<file path="config.mk">
export PLATFORM = sky130hd
export DESIGN_NAME = binaryzation_frame_ctrl_flat
export DESIGN_NICKNAME = d
export VERILOG_FILES = /design/src/rtl/binaryzation_frame_ctrl_if.sv /design/src/rtl/binaryzation_frame_ctrl.sv /design/src/flat_wrapper.sv
export SDC_FILE = /design/constraint.sdc
export NUM_CORES = 1
export LEC_CHECK = 0
export ABC_AREA = 1
export BUFFER_PORTS_ARGS = -buffer_cell sky130_fd_sc_hd__clkbuf_2
export CAP_MARGIN = 10
export CORE_MARGIN = 3
export CORE_UTILIZATION = 30
export CTS_CLUSTER_SIZE = 20
export DETAILED_ROUTE_END_ITERATION = 16
export GPL_ROUTABILITY_DRIVEN = 0
export PLACE_DENSITY_LB_ADDON = 0.25
export SYNTH_ARGS = -nofsm -noshare
export SYNTH_HDL_FRONTEND = slang
export SYNTH_SLANG_ARGS = --single-unit
</file>
<file path="constraint.sdc">
create_clock -name clk_i -period 2.5 [get_ports clk_i]
set_clock_uncertainty 0.1 [all_clocks]
set_input_delay 0.25 -clock clk_i [delete_from_list [all_inputs] [get_ports clk_i]]
set_output_delay 0.25 -clock clk_i [all_outputs]
set_load 0.02 [all_outputs]
</file>
<file path="src/rtl/binaryzation_frame_ctrl_if.sv">
// Handshake bundle between the pixel source / host and the binaryzation frame
// controller. The master side is the source, host and binaryzation return path;
// the slave side is the frame controller itself.
interface binaryzation_frame_ctrl_if #(
    parameter int DATA_WIDTH = 8
);
    logic                  start_i;
    logic                  abort_i;
    logic [DATA_WIDTH-1:0] threshold_cfg_i;
    logic                  src_valid_i;
    logic [DATA_WIDTH-1:0] src_data_i;
    logic                  src_ready_o;
    logic                  pixel_datav_o;
    logic [DATA_WIDTH-1:0] pixel_data_o;
    logic [DATA_WIDTH-1:0] threshold_o;
    logic                  binaryzation_datav_i;
    logic                  busy_o;
    logic                  frame_done_o;
    logic                  timeout_o;
    logic [15:0]           frame_cnt_o;

    modport master (
        output start_i, abort_i, threshold_cfg_i, src_valid_i, src_data_i,
               binaryzation_datav_i,
        input  src_ready_o, pixel_datav_o, pixel_data_o, threshold_o,
               busy_o, frame_done_o, timeout_o, frame_cnt_o
    );

    modport slave (
        input  start_i, abort_i, threshold_cfg_i, src_valid_i, src_data_i,
               binaryzation_datav_i,
        output src_ready_o, pixel_datav_o, pixel_data_o, threshold_o,
               busy_o, frame_done_o, timeout_o, frame_cnt_o
    );
endinterface

</file>
<file path="src/rtl/binaryzation_frame_ctrl.sv">
// Frame sequencer in front of the binaryzation datapath. Gates exactly
// IMAGE_WIDTH*IMAGE_HEIGHT pixels per frame, holds the threshold for the whole
// frame and counts returned binaryzation beats to detect frame completion.
// Optional feature: define BINZ_DRAIN_TIMEOUT_EN to abandon a frame whose
// binaryzation output stalls for DRAIN_TIMEOUT cycles while draining.
module binaryzation_frame_ctrl #(
    parameter int IMAGE_WIDTH   = 276,
    parameter int IMAGE_HEIGHT  = 276,
    parameter int DATA_WIDTH    = 8,
    parameter int DRAIN_TIMEOUT = 1024
) (
    input logic                     clk_i,
    input logic                     rst_n_i,
    binaryzation_frame_ctrl_if.slave bus
);
    localparam logic [31:0] N = 32'(IMAGE_WIDTH * IMAGE_HEIGHT);

    typedef enum logic [1:0] {IDLE, RUN, DRAIN, DONE} state_t;

    state_t                state_q, state_d;
    logic [31:0]           in_cnt_q, out_cnt_q, out_cnt_d;
    logic [DATA_WIDTH-1:0] threshold_q, pixel_data_q;
    logic                  pixel_datav_q;
    logic [15:0]           frame_cnt_q;
    logic                  src_ready, accept, start_ok, out_inc, last_in;
    logic                  timeout_fire;

    // Handshake decode: ready comes straight from the state register, abort kills the beat
    always_comb begin
        src_ready = (state_q == RUN);
        accept    = bus.src_valid_i & src_ready & ~bus.abort_i;
        start_ok  = (state_q == IDLE) & bus.start_i & ~bus.abort_i;
        out_inc   = bus.binaryzation_datav_i & ((state_q == RUN) | (state_q == DRAIN))
                    & (out_cnt_q != N);
        out_cnt_d = out_cnt_q + {31'd0, out_inc};
        last_in   = accept & (in_cnt_q == N - 32'd1);
    end

`ifdef BINZ_DRAIN_TIMEOUT_EN
    logic [31:0] idle_cnt_q;
    logic        timeout_q;

    // Idle counter only runs while draining and restarts on every returned beat
    always_ff @(posedge clk_i or negedge rst_n_i) begin
        if (!rst_n_i) begin
            idle_cnt_q <= '0;
        end else if (state_q != DRAIN || bus.binaryzation_datav_i) begin
            idle_cnt_q <= '0;
        end else begin
            idle_cnt_q <= idle_cnt_q + 32'd1;
        end
    end

    // A frame that completes on the same edge is not treated as a timeout
    always_comb begin
        timeout_fire = (state_q == DRAIN) & ~bus.binaryzation_datav_i & ~bus.abort_i
                       & (idle_cnt_q + 32'd1 == 32'(DRAIN_TIMEOUT)) & (out_cnt_d != N);
    end

    // Sticky timeout flag, cleared only by the next accepted start
    always_ff @(posedge clk_i or negedge rst_n_i) begin
        if (!rst_n_i) begin
            timeout_q <= 1'b0;
        end else if (start_ok) begin
            timeout_q <= 1'b0;
        end else if (timeout_fire) begin
            timeout_q <= 1'b1;
        end
    end

    assign bus.timeout_o = timeout_q;
`else
    logic unused_drain_timeout;

    assign unused_drain_timeout = |32'(DRAIN_TIMEOUT);
    assign timeout_fire         = 1'b0;
    assign bus.timeout_o        = 1'b0;
`endif

    // Next-state logic; abort overrides every other transition
    always_comb begin
        state_d = state_q;
        case (state_q)
            IDLE:    if (start_ok) state_d = RUN;
            RUN:     if (last_in) state_d = (out_cnt_d == N) ? DONE : DRAIN;
            DRAIN: begin
                if (out_cnt_d == N) begin
                    state_d = DONE;
                end else if (timeout_fire) begin
                    state_d = IDLE;
                end
            end
            DONE:    state_d = IDLE;
            default: state_d = IDLE;
        endcase
        if (bus.abort_i) begin
            state_d = IDLE;
        end
    end

    // State register
    always_ff @(posedge clk_i or negedge rst_n_i) begin
        if (!rst_n_i) begin
            state_q <= IDLE;
        end else begin
            state_q <= state_d;
        end
    end

    // Input/output beat counters restart with each accepted start
    always_ff @(posedge clk_i or negedge rst_n_i) begin
        if (!rst_n_i) begin
            in_cnt_q  <= '0;
            out_cnt_q <= '0;
        end else if (start_ok) begin
            in_cnt_q  <= '0;
            out_cnt_q <= '0;
        end else begin
            if (accept) begin
                in_cnt_q <= in_cnt_q + 32'd1;
            end
            out_cnt_q <= out_cnt_d;
        end
    end

    // Threshold is captured once per frame so mid-frame host changes cannot leak in
    always_ff @(posedge clk_i or negedge rst_n_i) begin
        if (!rst_n_i) begin
            threshold_q <= '0;
        end else if (start_ok) begin
            threshold_q <= bus.threshold_cfg_i;
        end
    end

    // Registered pixel forward; bubbles and rejected beats appear as zero gaps
    always_ff @(posedge clk_i or negedge rst_n_i) begin
        if (!rst_n_i) begin
            pixel_datav_q <= 1'b0;
            pixel_data_q  <= '0;
        end else begin
            pixel_datav_q <= accept;
            pixel_data_q  <= accept ? bus.src_data_i : '0;
        end
    end

    // Completed-frame counter, wraps naturally at 16 bits
    always_ff @(posedge clk_i or negedge rst_n_i) begin
        if (!rst_n_i) begin
            frame_cnt_q <= '0;
        end else if (state_q == DONE && !bus.abort_i) begin
            frame_cnt_q <= frame_cnt_q + 16'd1;
        end
    end

    assign bus.src_ready_o   = src_ready;
    assign bus.pixel_datav_o = pixel_datav_q;
    assign bus.pixel_data_o  = pixel_data_q;
    assign bus.threshold_o   = threshold_q;
    assign bus.busy_o        = (state_q != IDLE);
    assign bus.frame_done_o  = (state_q == DONE) & ~bus.abort_i;
    assign bus.frame_cnt_o   = frame_cnt_q;
endmodule

</file>
<file path="src/flat_wrapper.sv">
// flat-port wrapper written by rule: the top's interface ports become plain ports
module binaryzation_frame_ctrl_flat 
#(
    parameter int IMAGE_WIDTH   = 276,
    parameter int IMAGE_HEIGHT  = 276,
    parameter int DATA_WIDTH    = 8,
    parameter int DRAIN_TIMEOUT = 1024
)
  (clk_i, rst_n_i, bus_start_i, bus_abort_i, bus_threshold_cfg_i, bus_src_valid_i, bus_src_data_i, bus_binaryzation_datav_i, bus_src_ready_o, bus_pixel_datav_o, bus_pixel_data_o, bus_threshold_o, bus_busy_o, bus_frame_done_o, bus_timeout_o, bus_frame_cnt_o);
  binaryzation_frame_ctrl_if #(.DATA_WIDTH(DATA_WIDTH)) bus_i ();
  input logic clk_i;
  input logic rst_n_i;
  input wire logic [$bits(bus_i.start_i)-1:0] bus_start_i;
  input wire logic [$bits(bus_i.abort_i)-1:0] bus_abort_i;
  input wire logic [$bits(bus_i.threshold_cfg_i)-1:0] bus_threshold_cfg_i;
  input wire logic [$bits(bus_i.src_valid_i)-1:0] bus_src_valid_i;
  input wire logic [$bits(bus_i.src_data_i)-1:0] bus_src_data_i;
  input wire logic [$bits(bus_i.binaryzation_datav_i)-1:0] bus_binaryzation_datav_i;
  output wire logic [$bits(bus_i.src_ready_o)-1:0] bus_src_ready_o;
  output wire logic [$bits(bus_i.pixel_datav_o)-1:0] bus_pixel_datav_o;
  output wire logic [$bits(bus_i.pixel_data_o)-1:0] bus_pixel_data_o;
  output wire logic [$bits(bus_i.threshold_o)-1:0] bus_threshold_o;
  output wire logic [$bits(bus_i.busy_o)-1:0] bus_busy_o;
  output wire logic [$bits(bus_i.frame_done_o)-1:0] bus_frame_done_o;
  output wire logic [$bits(bus_i.timeout_o)-1:0] bus_timeout_o;
  output wire logic [$bits(bus_i.frame_cnt_o)-1:0] bus_frame_cnt_o;
  assign bus_i.start_i = bus_start_i;
  assign bus_i.abort_i = bus_abort_i;
  assign bus_i.threshold_cfg_i = bus_threshold_cfg_i;
  assign bus_i.src_valid_i = bus_src_valid_i;
  assign bus_i.src_data_i = bus_src_data_i;
  assign bus_i.binaryzation_datav_i = bus_binaryzation_datav_i;
  assign bus_src_ready_o = bus_i.src_ready_o;
  assign bus_pixel_datav_o = bus_i.pixel_datav_o;
  assign bus_pixel_data_o = bus_i.pixel_data_o;
  assign bus_threshold_o = bus_i.threshold_o;
  assign bus_busy_o = bus_i.busy_o;
  assign bus_frame_done_o = bus_i.frame_done_o;
  assign bus_timeout_o = bus_i.timeout_o;
  assign bus_frame_cnt_o = bus_i.frame_cnt_o;
  binaryzation_frame_ctrl #(.IMAGE_WIDTH(IMAGE_WIDTH), .IMAGE_HEIGHT(IMAGE_HEIGHT), .DATA_WIDTH(DATA_WIDTH), .DRAIN_TIMEOUT(DRAIN_TIMEOUT)) u_core (.clk_i(clk_i), .rst_n_i(rst_n_i), .bus(bus_i));
endmodule
</file>
After elaboration in Yosys (flattened, before gate mapping):

Cells that the tools add are included.

* register bits after elaboration: 99
* latch bits: 0
* RAM bits: 0
* memory bits (read-only): 0
* memories: 0

* $add $sub $neg: 3
* $mul: 0
* divide/modulo/power cells: 0
* $lt $le $gt $ge: 0
* equal/unequal tests: 9
* shifts and indexed selects: 0
* mux-type cells: 10
* bitwise gates (word level): 10
* reduce and logical (&&, ||, !) cells: 6

Operators with widths (number)
* $mux 32: 3
* $eq 32x17->1 const B: 2
* $add 32x1->32: 1
* $add 32x1->32 const B: 1
* $ne 32x17->1 const B: 1
* $add 16x1->16 const B: 1
* $and 1x1->1: 8
* $mux 2: 4
* $mux 8: 1
* $pmux 2 s4: 1
* $ne 3x2->1 const B: 2
* $eq 2x2->1 const B: 2
* $reduce_bool 2->1: 2
* $ne 3x3->1 const B: 1
* $reduce_and 3->1: 1
* $eq 2x1->1 const B: 1
* $logic_not 2->1: 1
* $logic_and 1x1->1: 1
* $logic_not 1->1: 1
* $mux 1: 1
* $not 1->1: 1
* $or 1x1->1: 1

Longest topological paths before layout:

Gate-level depths: netlist of the first run.

* depth after elaboration: 10
* mapped depth: 22
* gate-level depth less buffers: 22

Worst setup path before layout of the first run:

OpenSTA, ideal clock, no wires.

* path kind: register to register
* start point: register u_core.state_q[0]
* end point: register u_core.state_q[0]
* library setup time: 121 ps
* arrival time: 2527 ps
* required time: 2279 ps
* slack: -248 ps
* cell stages (with the launch flop): 22
* period minus slack after synthesis: 2748 ps
* path through: dfrtp_1 inv_1 ha_1 nand2_1 a41oi_1 ha_1 ha_1 nand2_2 nor2_4 nand2_2 nor2_4 nand2_1 nand2_1 nand2_1 nor2_1 nand2_1 nor2_1 nand3_1 nand3_1 nand2_2 nand2_1 o21ai_1

* cells in the longest elaborated chain, start to end: 10
* elaborated cells on any way between the ends: 22

RTL lines
* start: declaration: line binaryzation_frame_ctrl.sv:20 `state_t state_q, state_d;`
* start signal: assignment: line binaryzation_frame_ctrl.sv:106 `state_q <= state_d;`
* $eq 2x1->1 / $eq 2x2->1 (equally long branches): line binaryzation_frame_ctrl.sv:30, binaryzation_frame_ctrl.sv:33, binaryzation_frame_ctrl.sv:83
* $or 1x1->1: line binaryzation_frame_ctrl.sv:33 `out_inc = bus.binaryzation_datav_i & ((state_q == RUN) | (state_q == DRAIN))`
* $and 1x1->1: line binaryzation_frame_ctrl.sv:33
* $and 1x1->1: line binaryzation_frame_ctrl.sv:34 `& (out_cnt_q != N);`
* $add 32x1->32: line binaryzation_frame_ctrl.sv:35 `out_cnt_d = out_cnt_q + {31'd0, out_inc};`
* $eq 32x17->1: line binaryzation_frame_ctrl.sv:85, binaryzation_frame_ctrl.sv:87
* $mux 1: line binaryzation_frame_ctrl.sv:85 `RUN: if (last_in) state_d = (out_cnt_d == N) ? DONE : DRAIN;`
* $mux 2: line binaryzation_frame_ctrl.sv:85
* $pmux 2 s4: line binaryzation_frame_ctrl.sv:83 `case (state_q)`
* $mux 2: line binaryzation_frame_ctrl.sv:96 `if (bus.abort_i) begin`

Parallel ways exist; a longest one is shown, timed or not. The select of a mux whose other input is x is not followed.
A chain may end at the register's enable or synchronous reset.

Final worst setup path of the first run:

Same ends and word-level chain as after synthesis.

==> metrics, run 1 <==
drt first-iter violations=296; cell count after synthesis=754; CTS buffer count=9; Synth Flop Type=dfrtp_1; RSZ-0062 raised after global routing=true; post-synth top area share=45.1%; setup slack after layout=-0.513 ns; post-route cell area=7780 um^2; most frequent cell after synthesis=nand2_1; Area after DPL=7060 um^2; Fill cells=1,748; GR Util met1=22.2%; worst reg-to-reg setup slack=-0.51 ns; Crit Path Max Fanout=6; Clock Tree Buf Depth=2; Seq/Total Area, Yosys=45.1%; path depth of the worst reg2reg path=19; die width=141 um; maximum VDD drop=0.413 mV; hold_sp=bus_abort_i; first-pass GRT wire length=25,500 um; Tot Pwr=4.45 mW; Hold WS=0.115 ns; H-tree Lvls=3; ANT cells=0; status=finished, violations left; Port Buffers=57; clk root buf=clkbuf_16; measured slew at the worst slew-check pin=0.665 ns; worst hold path type=primary input to register; clock-pin slew on the worst setup and hold paths=0.07 ns; Synth area leader=dfrtp_1; routed length per instance=12.7 um; DPL Wire Length=11,100 um; violated checks=negative setup slack; syn nets=784; worst r2r dst=u_core.state_q[0]; vias in the first global route=5,249; Hold Crit Endpoint=u_core.state_q[1]; DR vias=5,377; Mapped Area=5500 um^2; Hold Crit Depth=4; post-synthesis average cell area=7.29 um^2; worst skew pair latency=0.35 ns; Synth top cells by count=210 x nand2_1, 122 x nor2_1, 99 x dfrtp_1; final setup fails=2; RR Startpoint=u_core.state_q[0]; CP startpoint kind=register; GRT Overall Usage=15.7%; Crit path arrival time=3.19 ns; post-route ant nets=0; Via-to-Cell Ratio=4.52; Initial Utilization=31.2%; layout cell share with drive strength beyond 1=30.7%; relative slew slack=55.7%; # IOs=59; row cnt=48; dominant cells by area after synthesis=dfrtp_1 45%, nand2_1 14%, nor2_1 8.3%, inv_1 6.6%, a21oi_1 3.6%; number of synthesis warnings=0; fin crit period=3.01 ns; GR met3 Demand/Resource=3.24%; Post-route DRC=0; fraction of registers with async set/reset=100%; CP endpoint kind=register; Distinct cells, synth=38; Die H=141 um; WP data required=2.68 ns; fmax=332 MHz; DRT Wirelength=15,100 um; Layout area overhead=41.5%; initial antenna violation count=0; PD cells=572 nW/um^2; layer with the highest usage=met2; setup_tns=-0.978 ns; DIE AREA=20,000 um^2; clock tree from TritonCTS=done; final net count=989; TritonCTS Sinks=99; Slew Limit Fails=0; max cap viols=0; WS Path Type=register to register; final period utilization=121%; largest net degree at the start of global routing=53; EDFF count, synth=0; Leak=3.77 nW; Fin. Hold Viols=0; register bit total from synthesis=99; DRT Pass-1 Iters=5; M2 GR Usage=24.5%; total core area=17,600 um^2; gr ovfl total=0
-- layer usage --
layer	vias to the layer above	part of all wire, %
met3	18	3.5
met2	73	45
met5	-	0
met4	0	1.7
met1	2496	49
li1	2790	-
-- through the flow --
| stage | setup slack, ns | std cells | util, % |
|---|---|---|---|
| 3_3_place_gp | -0.516 | 1151 | 40.1 |
| 6_report | -0.513 | 1189 | 44.2 |
| 4_1_cts | -0.493 | 1186 | 42.9 |
| 5_1_grt | -0.711 | 1189 | 44.2 |
| 2_1_floorplan | -0.183 | 754 | - |
| 3_5_place_dp | -0.597 | 1151 | 40.1 |
-- cells by family (layout without fill, tap and decap cells) --
group / Yosys count / after routing / share of synthesized area (%)
adder cells (fa/ha/maj): 8 / 8 / 1.82
XOR/XNOR: 17 / 17 / 2.71
flip-flops: 99 / 99 / 45.1
buffers and inverters: 112 / 322 / 7.72
AND/OR/NAND/NOR: 442 / 442 / 35.4
AO/OA/AOI/OAI: 75 / 75 / 7.21
other: 1 / 1 / 0.0682
-- worst max path at each step --
stage | endpoint | slack, ns | from | depth (start not counted)
floorplan | u_core.state_q[0] | -0.18 | u_core.state_q[0] | 21
detailed placement | u_core.state_q[0] | -0.60 | u_core.state_q[0] | 19
finish | u_core.state_q[0] | -0.51 | u_core.state_q[0] | 19
CTS | u_core.state_q[0] | -0.49 | u_core.state_q[0] | 19
global placement | u_core.state_q[0] | -0.52 | u_core.state_q[0] | 19
global route | u_core.state_q[0] | -0.71 | u_core.state_q[0] | 21
-- report_power, final --
part           switching, mW  total [mW]  internal (mW)
clock                  0.635        1.34          0.703
combinational          0.724        1.23          0.505
sequential             0.114        1.88           1.77
total                   1.47        4.45           2.97
-- area by class of cell --
class,instances,area [um^2],share of cell area (%)
inverter,102,385,4.95
multi-input combinational,543,2870,36.9
clock inverter,4,26.3,0.338
sequential,99,2480,31.9
tap,225,282,3.62
timing repair buffer,204,1490,19.2
clock buffer,12,246,3.17
-- worst max-delay path, stage by stage, from the launching register on --
cell and delay (ns):
dfrtp_1 0.36, inv_2 0.06, ha_4 0.27, nand2_4 0.05
a41oi_2 0.15, ha_2 0.22, ha_4 0.15, nand2_4 0.05
nor2_4 0.22, nand3_4 0.15, buf_6 0.14, o21ai_2 0.14
nand2_1 0.08, nor2_2 0.12, nand2_2 0.09, nor3_2 0.22
nand3_1 0.10, nand2_1 0.07, nand2_1 0.04, o21ai_1 0.14
-- cells in the final DEF (no fill, tap or decap), types with 13 or more instances in the layout --
cell	netlist	layout
nand2_1	210	192
buf_4	1	118
nor2_1	122	112
dfrtp_1	99	99
inv_1	97	88
clkbuf_2	0	56
a21oi_1	39	36
nand3_1	39	32
o21ai_0	22	21
nand2_2	5	19
dlygate4sd3_1	0	17
inv_2	5	13
nor2_2	10	13
-- flip-flops by register name, indices dropped and copies added, names as in the netlist --
signal / flops
u_core.state_q: 2
u_core.out_cnt_q: 32
u_core.bus.frame_cnt_o: 16
u_core.bus.threshold_o: 8
u_core.bus.pixel_datav_o: 1
u_core.bus.pixel_data_o: 8
u_core.in_cnt_q: 32
-- what timing repair did --
item                                    CTS  global route
resized for setup                        10            62
hold buffers                             17             0
setup buffers                             2             4
pin swaps                                11            17
hold endpoints to repair                 63             0
endpoints found under the setup margin    3            32
(Power assumes the default switching activity.)
==> run 2: changes to the inputs <==
--- a/config.mk
+++ b/config.mk
@@ -8,12 +8,14 @@
 export ABC_AREA = 1
 export BUFFER_PORTS_ARGS = -buffer_cell sky130_fd_sc_hd__clkbuf_2
 export CAP_MARGIN = 10
+export CORE_ASPECT_RATIO = 1.1
 export CORE_MARGIN = 3
 export CORE_UTILIZATION = 30
 export CTS_CLUSTER_SIZE = 20
 export DETAILED_ROUTE_END_ITERATION = 16
 export GPL_ROUTABILITY_DRIVEN = 0
 export PLACE_DENSITY_LB_ADDON = 0.25
+export REMOVE_ABC_BUFFERS = 1
 export SYNTH_ARGS = -nofsm -noshare
 export SYNTH_HDL_FRONTEND = slang
 export SYNTH_SLANG_ARGS = --single-unit
==> run 2 against run 1 <==
Effect of this change: wire length up 0.87%; first-iteration DRC count up 8.1%; sequential cell count unchanged; critical path depth up 2; via count down 0.60%; the run still ends with negative setup slack left; largest power group unchanged; non-clock buffer count down 17; global-route usage up 0.083 points.
==> metrics, run 2 (same netlist as run 1, synthesis figures left out) <==
worst skew pair latency=0.36 ns (was 0.35 ns); most frequent cells in the layout=191 x nand2_1, 107 x buf_4, 101 x nor2_1 (was 192 x nand2_1, 118 x buf_4, 112 x nor2_1); Slew Limit Fails=0 (unchanged); status=finished, violations left (unchanged); H-tree Lvls=3 (unchanged); clk root buf=clkbuf_16 (unchanged); Area after DPL=6840 um^2 (was 7060 um^2); drt first-iter violations=320 (was 296); DPL Wire Length=11,200 um (was 11,100 um); Top cell by count, worst path=nand2_2 (was nand2_1); WS Path Type=register to register (unchanged); RSZ-0062 raised after global routing=true (unchanged); Gate power share=27.5% (was 27.6%); worst r2r dst=u_core.state_q[0] (unchanged); Crit Path Max Fanout=5 (was 6); M1 wire length=6910 um (was 7460 um); measured slew at the worst slew-check pin=0.526 ns (was 0.665 ns); fin crit period=3.00 ns (was 3.01 ns); CTS buffer count=9 (unchanged); DRT Pass-1 Iters=5 (unchanged); worst reg-to-reg setup slack=-0.50 ns (was -0.51 ns); final period utilization=120% (was 121%); total core area=17,900 um^2 (was 17,600 um^2); Tot Pwr=4.56 mW (was 4.45 mW); Post-route DRC=0 (unchanged); setup_tns=-1.04 ns (was -0.978 ns); CP endpoint kind=register (unchanged); ANT cells=0 (unchanged); clock power share=31.1% (was 30.1%); clock-pin slew on the worst setup and hold paths=0.07 ns (about the same); layout cell share with drive strength beyond 1=31.4% (was 30.7%); routed length per instance=12.8 um (was 12.7 um); fmax=333 MHz (was 332 MHz); path depth of the worst reg2reg path=21 (was 19); Hold Crit Depth=3 (was 4); DRT Wirelength=15,200 um (was 15,100 um); DR WL met2=7420 um (was 6850 um); Via-to-Cell Ratio=4.51 (was 4.52); Sequential Power Share=41.4% (was 42.3%); CP startpoint kind=register (unchanged); RR Startpoint=u_core.state_q[0] (unchanged); post-route cell area=7740 um^2 (was 7780 um^2); Crit path arrival time=3.15 ns (was 3.19 ns); DR vias=5,345 (was 5,377); Fin. Hold Viols=0 (unchanged); largest net degree at the start of global routing=64 (was 53); Initial Utilization=30.8% (was 31.2%); Clock Tree Buf Depth=2 (unchanged); worst hold path type=primary input to register (unchanged); Die H=148 um (was 141 um); commonest non-fill, non-tap cell in the layout=nand2_1 (unchanged); maximum VDD drop=0.395 mV (was 0.413 mV); Port Buffers=57 (unchanged); top routing layer in use=met4 (unchanged); Switching Fraction=32.9% (was 33.1%); gr ovfl total=0 (unchanged); row cnt=51 (was 48); DIE AREA=20,000 um^2 (about the same); first-pass GRT wire length=25,400 um (was 25,500 um); Crit-path slowest cell=dfrtp_1 (unchanged); Hold WS=0.0212 ns (was 0.115 ns); clock tree from TritonCTS=done (unchanged); WP data required=2.64 ns (was 2.68 ns); final setup fails=3 (was 2); CP Cell Sequence=inv_2 > ha_4 > nand2_2 > a41oi_2 > ha_2 > ha_4 > nand2_4 > nor2_4 > nand2_4 > nor2_4 > nand2_1 > nand2_2 > nand2_2 > nor2_4 > nand2_2 > nor2_1 > nand3_1 > nand3_1 > nand2_2 > nand2_1 > o21ai_2 (was inv_2 > ha_4 > nand2_4 > a41oi_2 > ha_2 > ha_4 > nand2_4 > nor2_4 > nand3_4 > buf_6 > o21ai_2 > nand2_1 > nor2_2 > nand2_2 > nor3_2 > nand3_1 > nand2_1 > nand2_1 > o21ai_1); Leak=3.72 nW (was 3.77 nW); # IOs=59 (unchanged); max cap viols=0 (unchanged); Fill cells=1,850 (was 1,748); Hold Crit Endpoint=u_core.bus.threshold_o[3] (was u_core.state_q[1]); GRT Overall Usage=15.8% (was 15.7%); setup slack after layout=-0.504 ns (was -0.513 ns); PD cells=589 nW/um^2 (was 572 nW/um^2); final net count=972 (was 989); relative slew slack=65.0% (was 55.7%); wire length on met3=553 um (was 522 um); Layout area overhead=40.9% (was 41.5%); initial antenna violation count=0 (unchanged); vias in the first global route=5,281 (was 5,249); Pint=3.06 mW (was 2.97 mW); max incr delay on CP=0.36 ns (about the same); P_sw=1.50 mW (was 1.47 mW); pre-CTS setup slack=-0.688 ns (was -0.597 ns); violated checks=negative setup slack (unchanged); hold_sp=bus_threshold_cfg_i[3] (was bus_abort_i); post-route ant nets=0 (unchanged); TritonCTS Sinks=99 (unchanged); die width=135 um (was 141 um)
## run 2: changes by cell type in the layout (fill, tap and decap cells not counted), moves of 3 or more
cell / change
buf_4: -11
nor2_1: -11
nor2_2: +9
buf_6: -4
o21ai_0: -3
## run 2: routing by layer
| metal | GRT usage [%] | vias up |
|---|---|---|
| li1 | - | 2757 |
| met1 | 20.7 | 2470 |
| met2 | 26.2 | 96 |
| met3 | 2.31 | 22 |
| met4 | 6.40 | 0 |
| met5 | 0 | - |
## run 2: what timing repair did
| action | CTS | global route |
|---|---|---|
| endpoints found under the setup margin | 17 | 34 |
| hold buffers | 15 | 0 |
| resized for setup | 24 | 85 |
| pin swaps | 19 | 42 |
| hold endpoints to repair | 50 | 0 |
| setup buffers | 5 | 10 |
## run 2: final cells by class
cell class,instances,area (um^2),share of cell area [%]
timing repair buffer,187,1340,17.4
sequential,99,2480,32.0
clock buffer,10,229,2.96
clock inverter,6,65.1,0.840
inverter,102,385,4.98
tap,238,298,3.85
multi-input combinational,543,2950,38.0
## run 2: power groups by stage
stage / Clock, mW / Combinational (mW) / Sequential, mW
global placement: 0 / 1.10 / 1.91
global route: 1.52 / 1.39 / 1.91
detailed placement: 0 / 1.10 / 1.91
floorplan: 0 / 0.474 / 2.04
CTS: 1.48 / 1.20 / 1.89
finish: 1.42 / 1.26 / 1.89
## run 2: worst max path at each step
stage,startpoint,cells past startpoint,endpoint
floorplan,u_core.state_q[0],21,u_core.state_q[0]
global route,u_core.state_q[0],22,u_core.state_q[0]
global placement,u_core.out_cnt_q[25],20,u_core.state_q[0]
CTS,u_core.state_q[0],22,u_core.state_q[0]
finish,u_core.state_q[0],21,u_core.state_q[0]
detailed placement,u_core.out_cnt_q[25],20,u_core.state_q[0]
## run 2: critical path: cells and delay by family, from the launching register on
family	cells	cell delay, ns
and+or+nand+nor	15	1.51
adders and majority gates	3	0.67
DFF	1	0.36
AOI/OAI and AO/OA	2	0.20
buffers and inverters	1	0.06
## run 2: per-stage QoR
stage                     utilization (%)  instances
after detailed placement             38.3       1144
after floorplan                         -        744
final                                43.3       1185
after CTS                            41.6       1179
after global placement               38.3       1144
after global routing                 43.3       1185
